[config.mk]
export PLATFORM = sky130hd
export DESIGN_NAME = branch_predictor_bht
export DESIGN_NICKNAME = d
export VERILOG_FILES = /design/src/rtl/bp_pkg.sv /design/src/rtl/bp_table.sv /design/src/rtl/branch_predictor_bht.sv
export SDC_FILE = /design/constraint.sdc
export NUM_CORES = 1
export LEC_CHECK = 0
export ABC_AREA = 0
export BUFFER_PORTS_ARGS = -buffer_cell sky130_fd_sc_hd__clkbuf_2
export CORE_AREA = 5 5 157 159
export DETAILED_ROUTE_END_ITERATION = 6
export DIE_AREA = 0 0 162 164
export GPL_ROUTABILITY_DRIVEN = 0
export GPL_TIMING_DRIVEN = 0
export MAX_ROUTING_LAYER = met4
export PLACE_DENSITY = 0.67
export SYNTH_ARGS = -nofsm -noshare
export SYNTH_HDL_FRONTEND = slang
export SYNTH_HIERARCHICAL = 1
export SYNTH_SLANG_ARGS = --single-unit
export TNS_END_PERCENT = 5
[constraint.sdc]
create_clock -name clk -period 14.5 [get_ports clk]
set_input_delay 0 -clock clk [delete_from_list [all_inputs] [get_ports clk]]
set_output_delay 0 -clock clk [all_outputs]
set_load 0.005 [all_outputs]
[src/rtl/bp_pkg.sv]
// Shared definitions for the branch history table predictor:
// 2-bit counter encodings, table init value, FSM state type and
// the saturating counter update function.
package bp_pkg;

    localparam logic [1:0] SNT = 2'b00;
    localparam logic [1:0] WNT = 2'b01;
    localparam logic [1:0] WT  = 2'b10;
    localparam logic [1:0] ST  = 2'b11;

    localparam logic [1:0] BP_INIT_VAL = WNT;

    typedef enum logic {
        INIT = 1'b0,
        RUN  = 1'b1
    } bp_state_e;

    // Saturating step: toward ST on taken, toward SNT on not-taken.
    function automatic logic [1:0] ctr_next(input logic [1:0] ctr, input logic taken);
        logic [1:0] nxt;
        if (taken) begin
            nxt = (ctr == ST) ? ST : ctr + 2'd1;
        end else begin
            nxt = (ctr == SNT) ? SNT : ctr - 2'd1;
        end
        return nxt;
    endfunction

endpackage

[src/rtl/bp_table.sv]
// 2^IDX_W x 2-bit counter storage. Combinational read for the fetch
// prediction, combinational read of the resolving entry so the parent can
// form the saturated update, and one synchronous write port. No reset: the
// parent sweeps every entry after reset before predictions go live.
module bp_table #(
    parameter int IDX_W = 6
) (
    input  logic             clk,
    input  logic [IDX_W-1:0] rd_idx,
    output logic [1:0]       rd_data,
    input  logic [IDX_W-1:0] upd_idx,
    output logic [1:0]       upd_data,
    input  logic             wr_en,
    input  logic [IDX_W-1:0] wr_idx,
    input  logic [1:0]       wr_data
);

    logic [1:0] mem [1 << IDX_W];

    assign rd_data  = mem[rd_idx];
    assign upd_data = mem[upd_idx];

    // Single synchronous write; a same-cycle read sees the old value.
    always_ff @(posedge clk) begin
        if (wr_en) begin
            mem[wr_idx] <= wr_data;
        end
    end

endmodule

[src/rtl/branch_predictor_bht.sv]
// Branch history table predictor: 2-bit saturating counters indexed by PC,
// initialised by a hardware sweep after reset, trained from EX resolution,
// with saturating branch / mispredict statistics.
// Optional feature: define BP_GSHARE_EN to XOR a non-speculative global
// history register into the table index.
module branch_predictor_bht
    import bp_pkg::*;
#(
    parameter int IDX_W  = 6,
    parameter int PC_LSB = 2,
    parameter int HIST_W = 6,
    parameter int CNT_W  = 32
) (
    input  logic             clk,
    input  logic             rst_n,
    input  logic [31:0]      if_pc,
    input  logic             if_valid,
    output logic             predict_pcsrc,
    output logic [IDX_W-1:0] pred_idx,
    input  logic             res_valid,
    input  logic [IDX_W-1:0] res_idx,
    input  logic             res_taken,
    input  logic             res_update,
    output logic             ready,
    output logic [CNT_W-1:0] branch_cnt,
    output logic [CNT_W-1:0] mispred_cnt
);

    if (HIST_W > IDX_W || HIST_W < 2) begin : g_bad_hist
        $error("HIST_W must be in 2..IDX_W");
    end

    bp_state_e        state;
    logic [IDX_W-1:0] init_ptr;
    logic [IDX_W-1:0] fetch_idx;
    logic [1:0]       rd_data;
    logic [1:0]       upd_data;
    logic             wr_en;
    logic [IDX_W-1:0] wr_idx;
    logic [1:0]       wr_data;
    logic             train;
    logic             unused_pc;

    // Only the index slice of if_pc is used.
    assign unused_pc = ^if_pc;

    assign train = (state == RUN) && res_valid;

`ifdef BP_GSHARE_EN
    logic [HIST_W-1:0] ghr;

    // History shifts in resolved outcomes only (newest in LSB).
    always_ff @(posedge clk or negedge rst_n) begin
        if (!rst_n) begin
            ghr <= '0;
        end else if (train) begin
            ghr <= {ghr[HIST_W-2:0], res_taken};
        end
    end

    assign fetch_idx = if_pc[PC_LSB +: IDX_W] ^ IDX_W'(ghr);
`else
    assign fetch_idx = if_pc[PC_LSB +: IDX_W];
`endif

    // Predictions and index are held at zero until the table is swept.
    assign ready         = (state == RUN);
    assign pred_idx      = ready ? fetch_idx : '0;
    assign predict_pcsrc = ready & if_valid & rd_data[1];

    // Write port: init sweep owns it in INIT, training owns it in RUN.
    always_comb begin
        wr_en   = 1'b0;
        wr_idx  = res_idx;
        wr_data = ctr_next(upd_data, res_taken);
        if (state == INIT) begin
            wr_en   = 1'b1;
            wr_idx  = init_ptr;
            wr_data = BP_INIT_VAL;
        end else if (res_valid) begin
            wr_en   = 1'b1;
        end
    end

    bp_table #(
        .IDX_W(IDX_W)
    ) u_table (
        .clk     (clk),
        .rd_idx  (fetch_idx),
        .rd_data (rd_data),
        .upd_idx (res_idx),
        .upd_data(upd_data),
        .wr_en   (wr_en),
        .wr_idx  (wr_idx),
        .wr_data (wr_data)
    );

    // Init sweep: one entry per cycle, RUN once the last entry is written.
    always_ff @(posedge clk or negedge rst_n) begin
        if (!rst_n) begin
            state    <= INIT;
            init_ptr <= '0;
        end else if (state == INIT) begin
            init_ptr <= init_ptr + 1'b1;
            if (init_ptr == {IDX_W{1'b1}}) begin
                state <= RUN;
            end
        end
    end

    // Saturating statistics, frozen during INIT.
    always_ff @(posedge clk or negedge rst_n) begin
        if (!rst_n) begin
            branch_cnt  <= '0;
            mispred_cnt <= '0;
        end else if (train) begin
            if (branch_cnt != {CNT_W{1'b1}}) begin
                branch_cnt <= branch_cnt + 1'b1;
            end
            if (res_update && mispred_cnt != {CNT_W{1'b1}}) begin
                mispred_cnt <= mispred_cnt + 1'b1;
            end
        end
    end

endmodule

# --- After elaboration in Yosys (flattened, before gate mapping) ---
# Memory sizes are Yosys's and may differ from the RTL's.
# Index checks and enable logic that the tools add are counted.
op_classes:
  n_addsub: 5
  multipliers: 0
  n_div: 0
  order_cmp: 0
  eq_ne: 4
  shift: 0
  n_mux: 12
  n_bitwise: 2
  reduce_logical: 5
ops:
  columns: ["operator", "n"]
  rows:
  - ["$add 32x1->32 const B", 2]
  - ["$ne 32x32->1 const B", 2]
  - ["$mux 6", 2]
  - ["$mux 2", 4]
  - ["$add 6x1->6 const B", 1]
  - ["$eq 6x6->1 const B", 1]
  - ["$mux 1", 6]
  - ["$reduce_and 2->1", 2]
  - ["$add 2x1->2 const B", 1]
  - ["$and 1x1->1", 2]
  - ["$eq 2x2->1 const B", 1]
  - ["$logic_and 1x1->1", 2]
  - ["$logic_not 2->1", 1]
  - ["$sub 2x1->2 const B", 1]
totals:
  register_bits: 71
  latchBits: 0
  mem_bits_rw: 128
  mem_bits_ro: 0
  inputBits: 44
  out_inout_bits: 72
  memories: 1
memory_table:
  columns: ["memory", "depth", "width", "rd", "rd_ports_with_merged_regs", "write_ports", "line", "text"]
  rows:
  - ["u_table.mem", 64, 2, 2, 0, 1, "bp_table.sv:18", "logic [1:0] mem [1 << IDX_W];"]

# --- Longest topological paths before layout ---
# An unclocked memory read counts as a cell.
depth:
  word_depth: 5
  depth_mapped: 12

# --- Cells and area by module ---
# The synthesis kept the hierarchy.
by_module_without_submodules:
  columns: ["module", "n_inst", "cells_each", "area_each_um2"]
  rows:
  - ["bp_table", 1, 403, 6475.0]
  - ["branch_predictor_bht", 1, 352, 3677.3]

# --- Worst setup path after synthesis ---
# No wires, ideal clock.
synth_path:
  path_type: "in2reg"
  startpoint: "in res_idx[1]"
  endpoint: "mem u_table.mem[0][1] (data pin)"
  t_arrival_ps: 4029
  setup_slack_ps: 9747
  cell_stages: 9
  n_path_buf: 3
  cell_sequence: "buf_4 > buf_2 > buf_4 > mux2i_1 > a311oi_1 > a311oi_1 > a311oi_1 > o21ai_0 > a21boi_0"
synth_via:
  elab_chain_cells: 5
  word_cells_on_any_way: 9
synth_lines:
  columns: ["item", "line", "text"]
  rows:
  - ["start, declared", "branch_predictor_bht.sv:21", "input logic [IDX_W-1:0] res_idx,"]
  - ["$mem_v2 64x2 *", null, null]
  - ["named net upd_data[1]", "branch_predictor_bht.sv:37", "logic [1:0] upd_data;"]
  - ["$sub 2x1->2, or another cell as far along", "bp_pkg.sv:24", "nxt = (ctr == SNT) ? SNT : ctr - 2'd1;"]
  - ["$mux 2 (on tied branches)", "bp_pkg.sv:24, bp_pkg.sv:22", null]
  - ["$mux 2 *", "bp_pkg.sv:21", "if (taken) begin"]
  - ["$mux 2 *", "branch_predictor_bht.sv:76", "if (state == INIT) begin"]
  - ["named net wr_data[1]", "branch_predictor_bht.sv:40", "logic [1:0] wr_data;"]
  - ["end, declared", "bp_table.sv:18", null]
# The timed path passes the listed nets; every way through them passes the cells marked *.

# --- Worst setup path after layout ---
layout_path:
  startpoint: "reg state, in the netlist ready"
  endpoint: "mem u_table.mem[23][0], enable pin"
layout_via:
  word_cells_on_any_way: 4
layout_lines:
  columns: ["item", "line", "text"]
  rows:
  - ["start, declared", "branch_predictor_bht.sv:33", "bp_state_e state;"]
  - ["start signal, assigned", "branch_predictor_bht.sv:101", "state <= INIT;"]
  - ["start signal, assigned", "branch_predictor_bht.sv:106", "state <= RUN;"]
  - ["$mux 6", "branch_predictor_bht.sv:76", null]
  - ["named net wr_idx[2]", "branch_predictor_bht.sv:39", "logic [IDX_W-1:0] wr_idx;"]
# The timed path passes the listed nets, and every way through them passes these cells.

==> flow_metrics.env <==
export IMPL_outcome="finished clean"
export IMPL_die_area_um2=26600
export IMPL_max_vdd_ir_drop_uv=75.0
export IMPL_dp_hpwl_um=16300
export IMPL_p_per_area_nw_per_um2=100
export IMPL_post_cts_resized=0
export IMPL_holdBufCountCts=2
export IMPL_ios=116
export IMPL_min_from="res_update"
export IMPL_crit_path_start_kind="flop"
export IMPL_crit_required_ns=14.61
export IMPL_drt_wl_total_um=23000
export IMPL_rsz0062_at_grt="false"
export IMPL_antenna_found_initial=0
export IMPL_critical_path_class="reg -> reg"
export IMPL_crit_path_start="ready$_DFF_PN0_"
export IMPL_dp_cells=1105
export IMPL_yosysWarnings=6
export IMPL_rows=56
export IMPL_core_um2=23100
export IMPL_drt_iter0_drc=487
export IMPL_cts_max_level=4
export IMPL_fmax_mhz=295
export IMPL_ant_nets=0
export IMPL_end_kind="flop"
export IMPL_cts_tree="yes"
export IMPL_clkSinkCount=199
export IMPL_hold_violations=0
export IMPL_total_power_w=0.00112
export IMPL_maxSlewHeadroom_pct=48.2
export IMPL_final_setup_viol_count=0
export IMPL_grt_start_max_net_pins=56
export IMPL_grt_pass1_vias=6566
export IMPL_nFillCells=2065
export IMPL_initial_utilization_pct=41.7
export IMPL_cts_buffers=17
export IMPL_diodes=0
export IMPL_stdcell_count=1139
export IMPL_clockRootBuffer="clkbuf_16"
export IMPL_synth_area_per_cell_um2=13.3
export IMPL_p_leak_nw=3.89
export IMPL_syn_cell_area_um2=9640
export IMPL_die_h_um=164
export IMPL_period_share_pct=23.4
export IMPL_finalClockSkew_ns=0.0219
export IMPL_hold_path_class="in -> reg"
export IMPL_setup_slack_ns=11.11
export IMPL_grt_usage_pct=18.3
export IMPL_grt_overflow_total=0
export IMPL_clockBufferDepth=2
export IMPL_tightest_slew_ns=0.775
export IMPL_crit_fanout=10
export IMPL_synth_cells=723
export IMPL_min_period_ns=3.39
export IMPL_die_w_um=162
export IMPL_vias=6549
export IMPL_port_buffers=89
export IMPL_fin_util_pct=48.4
export IMPL_area_growth_syn_to_layout_pct=16.0
export IMPL_routedWlPerCell_um=20.2
export IMPL_drc_errors=0
export IMPL_cts_setup_buffers=0
export IMPL_cap_violations=0
export IMPL_dr_pass1_iters=6
export IMPL_clk_pin_slew_ns=0.07
export IMPL_slew_viol_final=0
export IMPL_synth_nets=770
export IMPL_viasPerCell=5.75
export IMPL_regToRegStartpoint="ready$_DFF_PN0_"
export IMPL_drive_gt1_share_pct=24.5
export IMPL_grt_pass1_wl_um=36400
export IMPL_cp_arrival_ns=3.50
export IMPL_fin_nets=883
export IMPL_clk_latency_ns=0.45
export IMPL_setup_tns_ns=0
export IMPL_dp_slack_ns=11.18
[cells in the final DEF, fill, tap and decap left out, types with 3 or more instances in the layout]
cell type and instances:
clkbuf_16 17, clkinv_8 7, inv_8 3, clkbuf_2 88, inv_1 3, xor2_1 14, buf_4 5, o21ai_0 5
nand3b_1 5, and4_1 4, a21oi_1 4, a22o_1 3, mux4_1 3, nor2b_1 11, nor4_1 8, clkbuf_1 15
inv_6 3, mux2_2 8, mux2i_1 6, edfxtp_1 128, nand4_1 32, and3_1 22, mux4_2 42, buf_2 9
a311oi_1 4, a22oi_1 7, nand2_1 36, xnor2_1 51, and2_1 10, ha_1 3, nand2b_1 10, nor3_1 10
a21o_1 3, nor2_1 94, nand3_1 47, dfrtp_1 71, buf_12 3, a31oi_1 5
[area by class of cell]
cell class	instances	area, um2	share of cell area [%]
buffer	35	209	1.87
inverter	3	11.3	0.101
clock buffer	17	425	3.80
timing repair buffer	94	543	4.85
tap	290	363	3.24
clock inverter	15	199	1.78
multi-input combinational	486	3810	34.1
sequential	199	5620	50.2
[per-stage QoR]
step	area (um2)	hold slack, ns
final	11200	0.0865
after global routing	11200	0.112
after CTS	11200	0.0706
after detailed placement	10500	-0.0726
after global placement	10500	0.299
after floorplan	9640	-0.296
[critical path, cell delays in order (launching register included)]
cell and delay, ns:
dfrtp_1 0.35, buf_2 0.19, clkbuf_1 0.50, clkbuf_1 0.52, a21o_1 0.18, clkbuf_1 0.32, nand4_1 0.57, nor2_1 0.44
[report_power, final]
group | internal (W) | leakage [nW] | switching [W]
logic | 0.0000159 | 1.72 | 0.0000248
clock network | 0.000237 | 0.301 | 0.000242
registers | 0.000598 | 1.87 | 0
total | 0.000851 | 3.89 | 0.000267
[flip-flops by register name, summed over array words and instances (netlist names)]
name / cells
init_ptr: 6
branch_cnt: 32
mispred_cnt: 32
u_table/mem: 128
ready: 1
[worst paths after layout]
kind | cells past startpoint | slack, ns | endpoint
min in group asynchronous | 3 | 0.14 | mispred_cnt[30]$_DFFE_PN0P_
max in group asynchronous | 3 | 13.27 | mispred_cnt[8]$_DFFE_PN0P_
min reg2reg | 1 | 0.50 | init_ptr[5]$_DFFE_PN0N_
max | 7 | 11.11 | u_table/mem[23][0]$_DFFE_PP_
min | 4 | 0.09 | mispred_cnt[4]$_DFFE_PN0P_
max reg2reg | 7 | 11.11 | u_table/mem[23][0]$_DFFE_PP_
[routing by layer]
layer	wire [um]	track usage (%)	part of all wire, %	up-vias
met1	10300	25.2	45	3286
met5	0	-	0	-
met4	358	5.11	1.6	0
li1	-	-	-	2985
met2	10700	28.0	47	251
met3	1700	3.81	7.4	27
(Power assumes the default switching activity.)
